File: src/rtl/mmio_pkg.sv
// Shared definitions for the memory-mapped countdown timer: register
// offsets, CTRL bit positions, FSM states and the build-time prescaler
// switch (macro MMIO_TIMER_PRESCALE_EN).
package mmio_pkg;

    // Register select values, taken from DataAdr[3:2]
    localparam logic [1:0] REG_CTRL   = 2'd0;
    localparam logic [1:0] REG_LOAD   = 2'd1;
    localparam logic [1:0] REG_COUNT  = 2'd2;
    localparam logic [1:0] REG_STATUS = 2'd3;

    // CTRL and STATUS bit positions
    localparam int CTRL_EN_BIT    = 0;
    localparam int CTRL_AUTO_BIT  = 1;
    localparam int CTRL_IE_BIT    = 2;
    localparam int STATUS_EXP_BIT = 0;

    // Prescaler enable, fixed at build time
`ifdef MMIO_TIMER_PRESCALE_EN
    localparam bit PRESCALE_EN = 1'b1;
`else
    localparam bit PRESCALE_EN = 1'b0;
`endif

    typedef enum logic [1:0] {
        IDLE = 2'd0,
        RUN  = 2'd1,
        DONE = 2'd2
    } timer_state_e;

    typedef struct packed {
        logic ie;
        logic auto_reload;
        logic en;
    } ctrl_t;

    // Place the CTRL fields at their bus bit positions; all other bits read 0
    function automatic logic [31:0] ctrl_word(input ctrl_t c);
        logic [31:0] w;
        w = '0;
        w[CTRL_EN_BIT]   = c.en;
        w[CTRL_AUTO_BIT] = c.auto_reload;
        w[CTRL_IE_BIT]   = c.ie;
        return w;
    endfunction

endpackage

File: src/rtl/mmio_prescaler.sv
// Tick divisor for the timer: tick is high once every DIV cycles after
// clr is released. With DIV = 1 the tick is high on every cycle.
module mmio_prescaler
    import mmio_pkg::*;
#(
    parameter int unsigned DIV = 4
) (
    input  logic clk,
    input  logic reset,
    input  logic clr,
    output logic tick
);

    localparam logic [15:0] LAST = 16'(DIV - 1);

    logic [15:0] cnt_q;

    assign tick = (cnt_q == LAST);

    // Cycle counter, held at zero while clr is asserted, wraps on each tick
    always_ff @(posedge clk) begin
        // NOTE: sequential state uses non-blocking assignments so every
        // register samples pre-edge values regardless of statement order.
        if (reset || clr) begin
            cnt_q <= '0;
        end else if (tick) begin
            cnt_q <= '0;
        end else begin
            cnt_q <= cnt_q + 16'd1;
        end
    end

endmodule

File: src/rtl/mmio_timer.sv
// Memory-mapped countdown timer with CTRL/LOAD/COUNT/STATUS registers,
// one-shot or auto-reload operation and a level interrupt. Optional tick
// prescaling is built in when MMIO_TIMER_PRESCALE_EN is defined.
module mmio_timer
    import mmio_pkg::*;
#(
    parameter logic [31:0] BASE_ADDR = 32'h0000_0400,
    parameter int unsigned PRESCALE  = 4
) (
    input  logic        clk,
    input  logic        reset,
    input  logic        MemWrite,
    input  logic [31:0] DataAdr,
    input  logic [31:0] WriteData,
    output logic [31:0] ReadData,
    output logic        Hit,
    output logic        Irq
);

    localparam int unsigned TICK_DIV = PRESCALE_EN ? PRESCALE : 1;

    timer_state_e state_q, state_d;
    ctrl_t        ctrl_q;
    logic [31:0]  load_q;
    logic [31:0]  count_q, count_d;
    logic         exp_q, exp_d;

    logic [1:0]   reg_sel;
    logic         wr, wr_ctrl, wr_load, wr_status;
    logic         start, stop, run_tick, expire;
    logic         tick;
    logic         unused_adr_bits;

    // Byte-lane address bits carry no meaning for word registers
    assign unused_adr_bits = ^DataAdr[1:0];

    assign Hit       = (DataAdr[31:4] == BASE_ADDR[31:4]);
    assign reg_sel   = DataAdr[3:2];
    assign wr        = MemWrite && Hit;
    assign wr_ctrl   = wr && (reg_sel == REG_CTRL);
    assign wr_load   = wr && (reg_sel == REG_LOAD);
    assign wr_status = wr && (reg_sel == REG_STATUS);

    // An EN=1 write only (re)starts a stopped timer; in RUN it just updates CTRL
    assign start = wr_ctrl && WriteData[CTRL_EN_BIT] && (state_q != RUN);
    // A disable write freezes the count and overrides any tick that cycle
    assign stop  = wr_ctrl && !WriteData[CTRL_EN_BIT];

    assign run_tick = (state_q == RUN) && tick && !stop;
    assign expire   = run_tick && (count_q == 32'd0);

    mmio_prescaler #(
        .DIV (TICK_DIV)
    ) u_prescaler (
        .clk   (clk),
        .reset (reset),
        .clr   (state_q != RUN),
        .tick  (tick)
    );

    // Next-state, next-count and expiry flag logic
    always_comb begin
        // NOTE: every output gets a default first so no path leaves it
        // unassigned, which would otherwise infer a latch.
        state_d = state_q;
        count_d = count_q;
        exp_d   = exp_q;

        case (state_q)
            IDLE, DONE: begin
                if (start) begin
                    state_d = RUN;
                    count_d = load_q;
                end
            end
            RUN: begin
                if (run_tick) begin
                    if (count_q != 32'd0) begin
                        count_d = count_q - 32'd1;
                    end else if (ctrl_q.auto_reload) begin
                        count_d = load_q;
                    end else begin
                        state_d = DONE;
                    end
                end
            end
            default: state_d = IDLE;
        endcase

        if (stop) begin
            state_d = IDLE;
            count_d = count_q;
        end

        // Expiry takes precedence over a same-cycle software clear
        if (expire) begin
            exp_d = 1'b1;
        end else if (wr_status && WriteData[STATUS_EXP_BIT]) begin
            exp_d = 1'b0;
        end
    end

    // State and register file; reset wins over any simultaneous bus write
    always_ff @(posedge clk) begin
        if (reset) begin
            state_q <= IDLE;
            ctrl_q  <= '0;
            load_q  <= '0;
            count_q <= '0;
            exp_q   <= 1'b0;
        end else begin
            state_q <= state_d;
            count_q <= count_d;
            exp_q   <= exp_d;
            if (wr_ctrl) begin
                ctrl_q <= '{ie:          WriteData[CTRL_IE_BIT],
                            auto_reload: WriteData[CTRL_AUTO_BIT],
                            en:          WriteData[CTRL_EN_BIT]};
            end
            if (wr_load) begin
                load_q <= WriteData;
            end
        end
    end

    // Interrupt is built only from registered state
    assign Irq = exp_q && ctrl_q.ie;

    // Combinational register readback, zero outside the window
    always_comb begin
        ReadData = '0;
        if (Hit) begin
            case (reg_sel)
                REG_CTRL:   ReadData = ctrl_word(ctrl_q);
                REG_LOAD:   ReadData = load_q;
                REG_COUNT:  ReadData = count_q;
                REG_STATUS: ReadData = {31'd0, exp_q};
                default:    ReadData = '0;
            endcase
        end
    end

endmodule

File: config.mk
export PLATFORM = sky130hd
export DESIGN_NAME = mmio_timer
export DESIGN_NICKNAME = d
export VERILOG_FILES = /design/src/rtl/mmio_pkg.sv /design/src/rtl/mmio_prescaler.sv /design/src/rtl/mmio_timer.sv
export SDC_FILE = /design/constraint.sdc
export NUM_CORES = 1
export LEC_CHECK = 0
export ABC_CLOCK_PERIOD_IN_PS = 3800
export CORE_MARGIN = 2
export CORE_UTILIZATION = 45
export CTS_BUF_LIST = sky130_fd_sc_hd__clkbuf_2
export DETAILED_ROUTE_END_ITERATION = 8
export DONT_BUFFER_PORTS = 1
export GPL_ROUTABILITY_DRIVEN = 1
export PLACE_DENSITY_LB_ADDON = 0.2
export RECOVER_POWER = 50
export SLEW_MARGIN = 20
export SYNTH_ARGS = -nofsm -noshare
export SYNTH_HDL_FRONTEND = slang
export SYNTH_HIERARCHICAL = 1
export SYNTH_SLANG_ARGS = --single-unit
File: constraint.sdc
create_clock -name clk -period 3.8 [get_ports clk]
set_clock_uncertainty 0.1 [all_clocks]
set_input_delay 0.76 -clock clk [delete_from_list [all_inputs] [get_ports clk]]
set_output_delay 0.76 -clock clk [all_outputs]
set_load 0.01 [all_outputs]
* Word level (Yosys, flattened, before mapping)
Cells that the tools add are included.
** Storage, ports and cells
- Input port bits :: 67
- Bits in writable memories :: 0
- Latch bits :: 0
- Bits in registers :: 86
- Logic and storage cells :: 64
- ROM bits :: 0
- Output and inout bits :: 34
- Memories :: 0
** Operators by class
- Bitwise logic cells :: 1
- Shift operators :: 0
- Equal/unequal tests :: 12
- $add $sub $neg :: 2
- Reductions and logical operators :: 27
- Multiply operators :: 0
- $lt $le $gt $ge :: 0
- Muxes and demuxes :: 14
- Div/mod/pow operators :: 0
** Operator list (count)
- two-way mux 32 bit :: 5
- case mux 32 bit (4 select lines) :: 1
- case mux 32 bit (2 select lines) :: 1
- zero test 32 bit :: 1
- nonzero test 32 bit :: 1
- subtractor 32 x 1 -> 32 bit, second input constant :: 1
- == test 28 x 7 -> 1 bit, second input constant :: 1
- adder 16 x 1 -> 16 bit, second input constant :: 1
- zero test 16 bit :: 1
- logical AND 1 bit :: 12
- two-way mux 2 bit :: 4
- != test 2 bit, second input constant :: 4
- == test 2 bit, second input constant :: 3
- OR reduction 2 bit :: 3
- AND reduction 5 bit :: 1
- == test 2 x 1 -> 1 bit, second input constant :: 2
- zero test 2 bit :: 2
- case mux 2 bit (2 select lines) :: 1
- AND reduction 4 bit :: 1
- nonzero test 2 bit :: 2
- != test 3 x 2 -> 1 bit, second input constant :: 1
- zero test 1 bit :: 2
- two-way mux 1 bit :: 2
- != test 2 x 1 -> 1 bit, second input constant :: 1
- other kinds (2) :: 2

* Longest topological paths before layout
- Depth after elaboration :: 8
- Mapped depth :: 11

* By module
Netlist, hierarchy kept.
** Modules (own cells, without submodules)
- mmio_timer :: times used 1, cells each 538, area each 4108.9 um^2
- mmio_prescaler :: times used 1, cells each 86, area each 744.5 um^2

* Worst setup path before layout
Ideal clock, no wire load.
- Path kind :: input -> output
- From :: input port DataAdr[19]
- To :: output port ReadData[10]
- Stages on the path :: 6
- Arrival time :: 2.448 ns
- Setup slack :: 0.492 ns
- Required time :: 2.940 ns
- Cell sequence :: or4_1 -> or2_2 -> or3_1 -> clkbuf_1 -> clkbuf_1 -> nor2_1
** Between the ends
- Word-level cells in the longest chain between the ends :: 2
** RTL lines
- start: declaration :: RTL line mmio_timer.sv:13 : input logic [31:0] DataAdr,
- == test 28 x 7 -> 1 bit :: RTL line mmio_timer.sv:37 : assign Hit = (DataAdr[31:4] == BASE_ADDR[31:4]);
- two-way mux 32 bit :: RTL line mmio_timer.sv:132 : if (Hit) begin
- end: declaration :: RTL line mmio_timer.sv:15 : output logic [31:0] ReadData,
Every way passes these cells.

* Worst setup path in the final report
- From :: input port DataAdr[19]
- To :: output port ReadData[0]
Same word-level chain as after synthesis.

==> flow_metrics.py <==
metrics = {
    "status": {
        "run_status": "completed",
    },
    "synth": {
        "synth_area_leader_cell": "dfxtp_1",
        "synth_nets": 695,
        "synth-adder-area-share_pct": 1.031,
        "synth_top_cell_area_share_pct": 35.47,
        "synth_edf_count": 0,
        "ys_types": 50,
        "syn_inst": 624,
        "synthXorXnorAreaFrac_pct": 2.526,
        "yosys_warnings": 6,
        "synth_compound_area_share_pct": 21.32,
        "ys_ff_latch": 86,
        "dominantRegCellSynth": "dfxtp_1",
        "seq_area_frac_synth_pct": 35.47,
        "syn_area_per_cell_sq_um": 7.778,
        "synth_top_family_by_area": "simple AND/OR/NAND/NOR gates",
        "syn_area_sq_mm": 0.004853,
        "synthTopCellsByCount": "nor2_1 (98), dfxtp_1 (86), a21oi_1 (58), nand2_1 (54), a22oi_1 (31)",
        "ys_top_cells_by_area": "dfxtp_1 (35%), nor2_1 (7.6%), a21oi_1 (6.0%), mux2i_1 (5.8%), a22oi_1 (4.8%)",
        "synth_mux_area_share_pct": 7.399,
        "yosys.area_share.simple_pct": 25.81,
        "async_flop_share_pct": 0,
        "yosysMostFrequentCell": "nor2_1",
    },
    "route": {
        "wl_per_cell_um": 16.53,
        "drt_wl_total_um": 12610,
        "drc": 0,
        "drtIter0Drc": 301,
        "ant_nets": 0,
        "drt-pass1-iter-count": 5,
        "via_per_inst": 5.885,
        "vias": 4490,
    },
    "floorplanning": {
        "rows": 37,
        "pin_count": 101,
        "chipWidth_um": 107.9,
        "fp.coreArea_sq_mm": 0.01042,
        "start_util_pct": 46.59,
        "die_h_um": 107.9,
        "dieArea_sq_mm": 0.01163,
    },
    "pwr": {
        "p_leak_nw": 1.575,
        "power_mw": 1.390,
        "vdd_drop_max_uv": 209.7,
        "power_density_mw_per_mm2": 271.1,
    },
    "global_routing": {
        "antenna_found_initial": 0,
        "grt_pass1_wl_um": 20540,
        "grt_max_degree": 78,
        "grt_pass1_vias": 4083,
        "grt_use_total_pct": 22.15,
        "grt_overflow": 0,
    },
    "timing": {
        "setup_violations": 0,
        "timing.final.crit_share_pct": 90.88,
        "slew_violations": 0,
        "tns_ns": 0,
        "fin_ws_ns": 0.3464,
        "hold_viol": 0,
        "relSlewSlack_pct": 35.71,
        "worstMarginPinSlew_ns": 0.9643,
        "rsz0062_at_grt": "no",
        "max_freq_mhz": 289.6,
        "period_minus_slack_ns": 3.454,
    },
    "critical_path": {
        "cp-end-kind": "output pin",
        "crit_type": "primary input to output pin",
        "r2r_start": "count_q[13]",
        "startpoint": "DataAdr[19]",
        "cp-start-kind": "primary input",
        "cp_slowest_cell": "or4_1",
        "critical_path_required_ns": 2.94,
        "crit_fanout": 32,
        "crit_arrival_ns": 2.59,
        "critical_path.cell_chain": "or4_1, or2_2, or3_1, buf_4, inv_1, and2_1",
        "cpPeakStageDelay_ns": 0.53,
        "worst_r2r_path_depth": 8,
    },
    "clock_tree": {
        "cts_num_sinks": 86,
        "cts_setup_buffers": 0,
        "numCtsBuffers": 9,
        "cts_buffer_depth": 2,
        "clk_root_buffer_cell": "clkbuf_2",
        "cts_resized": 0,
        "worstSkewPairLatency_ns": 0.58,
        "cts_tree": "done",
        "ctsHoldBuffers": 0,
        "clk_pin_slew_ns": 0.22,
        "h-tree-depth": 3,
    },
    "placed_design": {
        "pre_cts_ws_ns": 0.4074,
        "portBuffers": 0,
        "place_inst": 747,
        "gp_congestion": 0.8433,
        "hpwlAfterDp_um": 8558,
    },
    "final_layout": {
        "diodes": 0,
        "multi_input_area_sq_mm": 0.002825,
        "fin_cells": 763,
        "utilization_pct": 49.24,
        "nets": 693,
        "fillers": 1070,
        "synthToLayoutAreaGrowth_pct": 5.672,
        "ff_latch_area_sq_mm": 0.001722,
        "drive_above_1_share_pct": 9.569,
    },
    "worst_hold_path": {
        "hp-start": "reset",
        "hold_class": "primary input to flip-flop",
        "hold_path_depth": 1,
    },
    "flow_run": {
        "drv_cap": 0,
    },
}
-- flip-flops by register name (all words and copies together), names as in the netlist --
register and flops:
state_q 2, exp_q 1, load_q 32, u_prescaler/cnt_q 16, count_q 32, ctrl_q 3
-- cell families (layout without fill, tap and decap cells) --
group	after synthesis	count (layout)
compound gates	157	157
buf+inv	65	68
flops	86	86
xor+xnor	14	14
fa+ha+maj	4	4
mux	34	34
simple gates	264	264
-- per-layer routing --
layer / wire, um / GRT usage, % / vias to the layer above
met3: 560 / 3.814 / 15
li1: - / - / 2226
met1: 6053 / 30.56 / 2142
met2: 5836 / 35.09 / 107
met5: 0 / 0 / -
met4: 162 / 7.143 / 0
-- cells in the final DEF, fill, tap and decap left out, types with 5 or more instances in the layout --
cell	synthesis	layout
a21o_1	14	14
a21oi_1	58	58
a22oi_1	31	31
buf_4	5	29
clkbuf_2	0	13
dfxtp_1	86	86
inv_1	19	20
mux2_2	5	5
mux2i_1	28	28
nand2_1	54	54
nand2b_1	7	7
nand3_1	22	22
nand4_1	9	9
nor2_1	98	98
nor3_1	21	21
nor4_1	18	18
nor4b_1	5	5
o21ai_0	17	18
o21ai_1	9	8
o31a_1	7	6
o32ai_1	8	8
or4_1	5	5
xnor2_1	10	10
-- final cells by class --
class	count	share of cell area [%]
flip-flops and latches	86	33.57
multi-input cells	473	55.09
clock buffers	11	1.073
clock inverters	5	0.9758
repair buffers	32	4.513
well taps	136	3.318
inverters	20	1.464
-- worst paths after layout --
path	slack (ns)	to
setup / recovery	0.35	ReadData[0]
hold / removal	0.12	load_q[3]
setup reg to reg	0.37	count_q[11]
hold reg to reg	0.39	load_q[29]
-- worst max-delay path: cells and delay by family --
| kind | cells | cell delay [ns] |
|---|---|---|
| buf+inv | 2 | 0.43 |
| simple gates | 4 | 1.39 |
-- metrics by stage --
step,hold slack (ns),area (sq um)
after floorplan,0.3409,4853
after global placement,0.3545,5045
after detailed placement,0.3576,5046
after CTS,0.06105,5151
after global routing,0.05447,5129
final,0.1185,5129
-- power breakdown --
| group | total (mW) | internal (mW) | leakage, nW | switching (mW) |
|---|---|---|---|---|
| clock | 0.465 | 0.152 | 0.0670 | 0.313 |
| sequential | 0.904 | 0.904 | 0.692 | 0.000000000252 |
| combinational | 0.0213 | 0.00755 | 0.816 | 0.0138 |
Note: power is estimated with default switching activity, not from simulation.
